**config.mk**
```make
export PLATFORM = sky130hd
export DESIGN_NAME = lpm_request_arbiter_flat
export DESIGN_NICKNAME = d
export VERILOG_FILES = /design/src/rtl/lpm_request_arbiter_if.sv /design/src/rtl/lpm_request_arbiter.sv /design/src/flat_wrapper.sv
export SDC_FILE = /design/constraint.sdc
export NUM_CORES = 1
export LEC_CHECK = 0
export ABC_AREA = 1
export CORE_AREA = 2 2 300 302
export CTS_BUF_LIST = sky130_fd_sc_hd__clkbuf_2 sky130_fd_sc_hd__clkbuf_4 sky130_fd_sc_hd__clkbuf_8
export DETAILED_ROUTE_END_ITERATION = 10
export DIE_AREA = 0 0 302 304
export GPL_ROUTABILITY_DRIVEN = 0
export PLACE_DENSITY = 0.7
export SKIP_CTS_REPAIR_TIMING = 1
export SYNTH_ARGS = -nofsm -noshare
export SYNTH_HDL_FRONTEND = slang
export SYNTH_SLANG_ARGS = --single-unit
```
**constraint.sdc**
```tcl
create_clock -name CLK -period 2.4 [get_ports CLK]
set_input_delay 0.48 -clock CLK [delete_from_list [all_inputs] [get_ports CLK]]
set_output_delay 0.48 -clock CLK [all_outputs]
set_load 0.01 [all_outputs]
```
**src/rtl/lpm_request_arbiter_if.sv**
```systemverilog
// Request/response bundle between the host request ports, the round-robin
// arbiter and the downstream pipe-to-method demultiplexer.
interface lpm_request_arbiter_if #(
   parameter int NREQ  = 4,
   parameter int WIDTH = 144,
   parameter int IDW   = $clog2(NREQ)
);
   logic [NREQ-1:0]       req_enq__ENA;
   logic [NREQ*WIDTH-1:0] req_enq_v;
   logic [NREQ-1:0]       req_enq__RDY;
   logic                  out_enq__ENA;
   logic [WIDTH-1:0]      out_enq_v;
   logic [IDW-1:0]        out_id;
   logic                  out_enq__RDY;
   logic [31:0]           msg_count;

   // Requester/consumer side of the arbiter
   modport master (
      output req_enq__ENA, req_enq_v, out_enq__RDY,
      input  req_enq__RDY, out_enq__ENA, out_enq_v, out_id, msg_count
   );

   // Arbiter side
   modport slave (
      input  req_enq__ENA, req_enq_v, out_enq__RDY,
      output req_enq__RDY, out_enq__ENA, out_enq_v, out_id, msg_count
   );
endinterface

```
**src/rtl/lpm_request_arbiter.sv**
```systemverilog
// Round-robin arbiter sharing one LPM request pipe between NREQ requesters.
// Optional macro LPM_ARB_WRITE_PRIORITY_EN: held writes (tag == 1) win arbitration.
module lpm_request_arbiter #(
   parameter int NREQ  = 4,
   parameter int WIDTH = 144,
   parameter int TAG_W = 16,
   parameter int IDW   = $clog2(NREQ)
) (
   input  logic                  CLK,
   input  logic                  RST,
   lpm_request_arbiter_if.slave  bus
);

   logic [NREQ-1:0]  held_q, held_d;
   logic [WIDTH-1:0] hold_v_q [NREQ];
   logic [NREQ-1:0]  cand;
   logic [NREQ-1:0]  grant;
   logic [IDW-1:0]   grant_idx;
   logic             grant_any;
   logic             out_free;
   logic             out_valid_q, out_valid_d;
   logic [WIDTH-1:0] out_data_q, out_data_d;
   logic [IDW-1:0]   out_idr_q, out_idr_d;
   logic [IDW-1:0]   ptr_q, ptr_d;
   logic [31:0]      cnt_q, cnt_d;

   assign out_free = !out_valid_q || bus.out_enq__RDY;

`ifdef LPM_ARB_WRITE_PRIORITY_EN
   logic [NREQ-1:0] held_write;
   always_comb begin
      for (int i = 0; i < NREQ; i++)
         held_write[i] = held_q[i] && (hold_v_q[i][WIDTH-1 -: TAG_W] == TAG_W'(1));
      cand = (held_write != '0) ? held_write : held_q;
   end
`else
   localparam int unused_tag_w = TAG_W;
   assign cand = held_q;
`endif

   // First candidate at or after ptr, wrapping; suppressed while the output stage is blocked.
   always_comb begin
      int           idx;
      logic [IDW-1:0] idx_l;
      idx       = 0;
      idx_l     = '0;
      grant_any = 1'b0;
      grant_idx = '0;
      grant     = '0;
      for (int k = 0; k < NREQ; k++) begin
         idx = int'(ptr_q) + k;
         if (idx >= NREQ) idx = idx - NREQ;
         idx_l = IDW'(idx);
         if (!grant_any && cand[idx_l]) begin
            grant_any = 1'b1;
            grant_idx = idx_l;
         end
      end
      if (!out_free) grant_any = 1'b0;
      if (grant_any) grant[grant_idx] = 1'b1;
   end

   always_comb begin
      held_d      = (held_q & ~grant) | bus.req_enq__ENA;
      out_valid_d = out_valid_q;
      out_data_d  = out_data_q;
      out_idr_d   = out_idr_q;
      ptr_d       = ptr_q;
      cnt_d       = cnt_q;
      if (grant_any) begin
         out_valid_d = 1'b1;
         out_data_d  = hold_v_q[grant_idx];
         out_idr_d   = grant_idx;
         ptr_d       = (grant_idx == IDW'(NREQ - 1)) ? '0 : grant_idx + IDW'(1);
      end else if (out_valid_q && bus.out_enq__RDY) begin
         out_valid_d = 1'b0;
      end
      if (out_valid_q && bus.out_enq__RDY) cnt_d = cnt_q + 32'd1;
   end

   always_ff @(posedge CLK) begin
      if (RST) begin
         held_q      <= '0;
         out_valid_q <= 1'b0;
         out_data_q  <= '0;
         out_idr_q   <= '0;
         ptr_q       <= '0;
         cnt_q       <= '0;
      end else begin
         held_q      <= held_d;
         out_valid_q <= out_valid_d;
         out_data_q  <= out_data_d;
         out_idr_q   <= out_idr_d;
         ptr_q       <= ptr_d;
         cnt_q       <= cnt_d;
      end
   end

   // NOTE: holding registers carry no reset; their contents are only observed while held_q is set.
   always_ff @(posedge CLK) begin
      for (int i = 0; i < NREQ; i++)
         if (bus.req_enq__ENA[i]) hold_v_q[i] <= bus.req_enq_v[i*WIDTH +: WIDTH];
   end

   assign bus.req_enq__RDY = ~held_q | grant;
   assign bus.out_enq__ENA = out_valid_q;
   assign bus.out_enq_v    = out_data_q;
   assign bus.out_id       = out_idr_q;
   assign bus.msg_count    = cnt_q;

endmodule

```
**src/flat_wrapper.sv**
```systemverilog
// flat-port wrapper written by rule: the top's interface ports become plain ports
module lpm_request_arbiter_flat 
#(
   parameter int NREQ  = 4,
   parameter int WIDTH = 144,
   parameter int TAG_W = 16,
   parameter int IDW   = $clog2(NREQ)
)
  (CLK, RST, bus_req_enq__ENA, bus_req_enq_v, bus_out_enq__RDY, bus_req_enq__RDY, bus_out_enq__ENA, bus_out_enq_v, bus_out_id, bus_msg_count);
  lpm_request_arbiter_if #(.NREQ(NREQ), .WIDTH(WIDTH), .IDW(IDW)) bus_i ();
  input  logic CLK;
  input  logic RST;
  input wire logic [$bits(bus_i.req_enq__ENA)-1:0] bus_req_enq__ENA;
  input wire logic [$bits(bus_i.req_enq_v)-1:0] bus_req_enq_v;
  input wire logic [$bits(bus_i.out_enq__RDY)-1:0] bus_out_enq__RDY;
  output wire logic [$bits(bus_i.req_enq__RDY)-1:0] bus_req_enq__RDY;
  output wire logic [$bits(bus_i.out_enq__ENA)-1:0] bus_out_enq__ENA;
  output wire logic [$bits(bus_i.out_enq_v)-1:0] bus_out_enq_v;
  output wire logic [$bits(bus_i.out_id)-1:0] bus_out_id;
  output wire logic [$bits(bus_i.msg_count)-1:0] bus_msg_count;
  assign bus_i.req_enq__ENA = bus_req_enq__ENA;
  assign bus_i.req_enq_v = bus_req_enq_v;
  assign bus_i.out_enq__RDY = bus_out_enq__RDY;
  assign bus_req_enq__RDY = bus_i.req_enq__RDY;
  assign bus_out_enq__ENA = bus_i.out_enq__ENA;
  assign bus_out_enq_v = bus_i.out_enq_v;
  assign bus_out_id = bus_i.out_id;
  assign bus_msg_count = bus_i.msg_count;
  lpm_request_arbiter #(.NREQ(NREQ), .WIDTH(WIDTH), .TAG_W(TAG_W), .IDW(IDW)) u_core (.CLK(CLK), .RST(RST), .bus(bus_i));
endmodule
```
==> metrics.txt <==
GRT Overall Usage=0.2436; detailed-route DRC error count=0; synthesized area=32640 um2; layout cells sized above 1=0.1078; Final Critical Period=3.048 ns; core area=89050 um2; clock slew at reported path FFs=0.06 ns; leak pwr=20.76 nW; Worst Setup Slack, final=-0.6476 ns; Final nets=4825; Sequential Power Share=0.273; CP Data Required Time=1.92 ns; Max Freq=328.1 MHz; commonest non-fill, non-tap cell in the layout=clkdlybuf4s50_1; min-delay worst type=input pin to flip-flop; RSZ-0062 raised after global routing=true; Rel. slew slack=0.5335; Num CTS Buffers=136; top cell type's share of synthesized area=0.5300; fin util=0.5208; Yosys top cell by area=edfxtp_1; Buffers on Ports=765; initial drt markers=3237; Syn. warnings=0; syn avg cell area=9.658 um2; P per Cell Area=1350 nW/um2; P_sw=26.76 mW; htree depth=4; Initial Util=0.3665; Routed WL=123400 um; TritonCTS Sinks=761; Post-synth ARST share=0; Post-synth EDFFs=576; number of max-cap violations=0; initial antenna violation count=43; wire per inst=22.16 um; Max Transition Viols Final=0; DP HPWL=76460 um; pin count of the biggest net entering global routing=137; Clock Skew=0.02700 ns; later-pin clock latency in the skew report=0.83 ns; P_int=35.87 mW; syn nets=3965; CP startpoint kind=flip-flop; Critical Path Sink Type=output port; Main synth FF type=edfxtp_1; First-pass DRT Iterations=8; gr ovfl total=0; Clock power frac=0.205; # setup viols final=70; part of the cycle the worst path needs=1.270; post-synthesis sequential area ratio=0.6435; vias in the first global route=26190; CP max FO=6; largest cells by area after synthesis=edfxtp_1 (53%), dfxtp_1 (11%), inv_1 (8.5%), nand3_1 (6.5%), nand2_1 (6.5%); Peak VDD IR=1.739 mV; # rows=110; area grow syn2layout=42.10%; Antenna Violating Nets Remaining=0; status=finished with violations; Comb pwr share=0.522; die area=91810 um2; kind of critical path=flip-flop to output port; synthesized flop and latch total=761; Root Buffer=clkbuf_8; arrival time at the worst endpoint=2.57 ns; violated checks=negative setup slack; Die H=304 um; Post-Synthesis Cells=3379; first-pass GRT wire length=166500 um; CTS tree=yes; total power=62.62 mW; I/O pin total=766; worst-margin pin slew=0.6998 ns; Hold Vio Cnt, Final=0; DIE WIDTH=302 um; worst-case clock buffer depth=3; vias per cell=5.032; commonest non-fill, non-tap cells in the layout=clkdlybuf4s50_1 (748), inv_1 (735), edfxtp_1 (576), nand2_1 (538), nand3_1 (421); Switching Share=0.4273; vias=28010; Synth cell types=33
[Yosys cell counts, drive strengths merged, types with 2 or more instances]
cell / instances
nor2: 295
edfxtp: 576
dfxtp: 185
nor4: 3
o21a: 2
xor2: 6
nand2: 567
a21oi: 25
buf: 163
nand3: 429
ha: 3
nand4: 298
o21ai: 22
nor3: 12
nor3b: 2
inv: 742
clkbuf: 45
[through the flow]
stage	TNS, ns	instance area (um2)	instances	setup slack (ns)	hold slack [ns]
after floorplan	0	32640	3379	0.1766	0.5075
after global placement	-40.95	42020	5230	-0.3899	0.4638
after detailed placement	-53.42	42020	5230	-0.5068	0.4777
after CTS	-57.75	44920	5480	-1.364	-0.04991
after global routing	-30.43	46370	5565	-0.8051	0.003340
final	-11.50	46370	5567	-0.6476	0.06449
[worst max-delay path, cell delays in order, from the launching register on]
cell	delay, ns
dfxtp_4	0.38
buf_6	0.14
nand2_2	0.05
nand2_2	0.07
nand2_2	0.07
nand2_2	0.07
nor2_4	0.10
nand4_1	0.24
nand2_8	0.20
buf_12	0.13
inv_12	0.05
nand3_2	0.06
nand2_2	0.06
buf_6	0.13
[flip-flops by register name, indices dropped and copies added (netlist names)]
register                 count
u_core.hold_v_q            576
u_core.bus.out_enq__ENA      1
u_core.bus.msg_count        32
u_core.ptr_q                 2
u_core.bus.out_enq_v       144
u_core.cand                  4
u_core.bus.out_id            2
[worst paths after layout]
| kind | startpoint | endpoint | slack [ns] | depth (start not counted) |
|---|---|---|---|---|
| worst max-delay path | u_core.ptr_q[0] | bus_req_enq__RDY[0] | -0.65 | 13 |
| worst min-delay path | bus_req_enq__ENA[3] | u_core.hold_v_q[3][136] | 0.06 | 1 |
| worst max register to register | u_core.ptr_q[0] | u_core.bus.out_enq_v[54] | -0.24 | 14 |
| worst min register to register | u_core.bus.out_id[0] | u_core.bus.out_id[0] | 0.49 | 2 |
[kinds of logic after synthesis]
logic type / share of synthesized area
AO/OA/AOI/OAI: 0.008089
buffers and inverters: 0.1187
adder cells (fa/ha/maj): 0.001150
flip-flops: 0.6435
XOR/XNOR: 0.001879
AND/OR/NAND/NOR: 0.2267
[power groups by stage]
stage          combinational, mW  clock (mW)  sequential [mW]
6_report                    32.7        12.8             17.1
5_1_grt                     35.3        13.6             17.2
4_1_cts                     27.7        13.0             17.0
3_5_place_dp                27.5           0             17.3
3_3_place_gp                27.1           0             17.2
2_1_floorplan               16.9           0             17.5
[layout make-up]
cell class                      count  area (um2)
Sequential cell                   761       21010
Multi-Input combinational cell   1668        7951
Tap cell                         1176        1471
Fill cell                        7762       42670
Clock inverter                     41       309.0
Inverter                          742        2810
Clock buffer                      209        2589
Timing Repair Buffer              930       10130
Antenna cell                       40       100.1
[metal layers]
metal	part of all wire	vias to the layer above	track usage	routed length (um)
li1	-	12800	-	-
met1	0.39	13240	0.3075	47540
met2	0.49	1704	0.4008	60380
met3	0.091	258	0.05055	11280
met4	0.034	6	0.1103	4140
met5	0.00031	-	0	38
(Power assumes the default switching activity.)
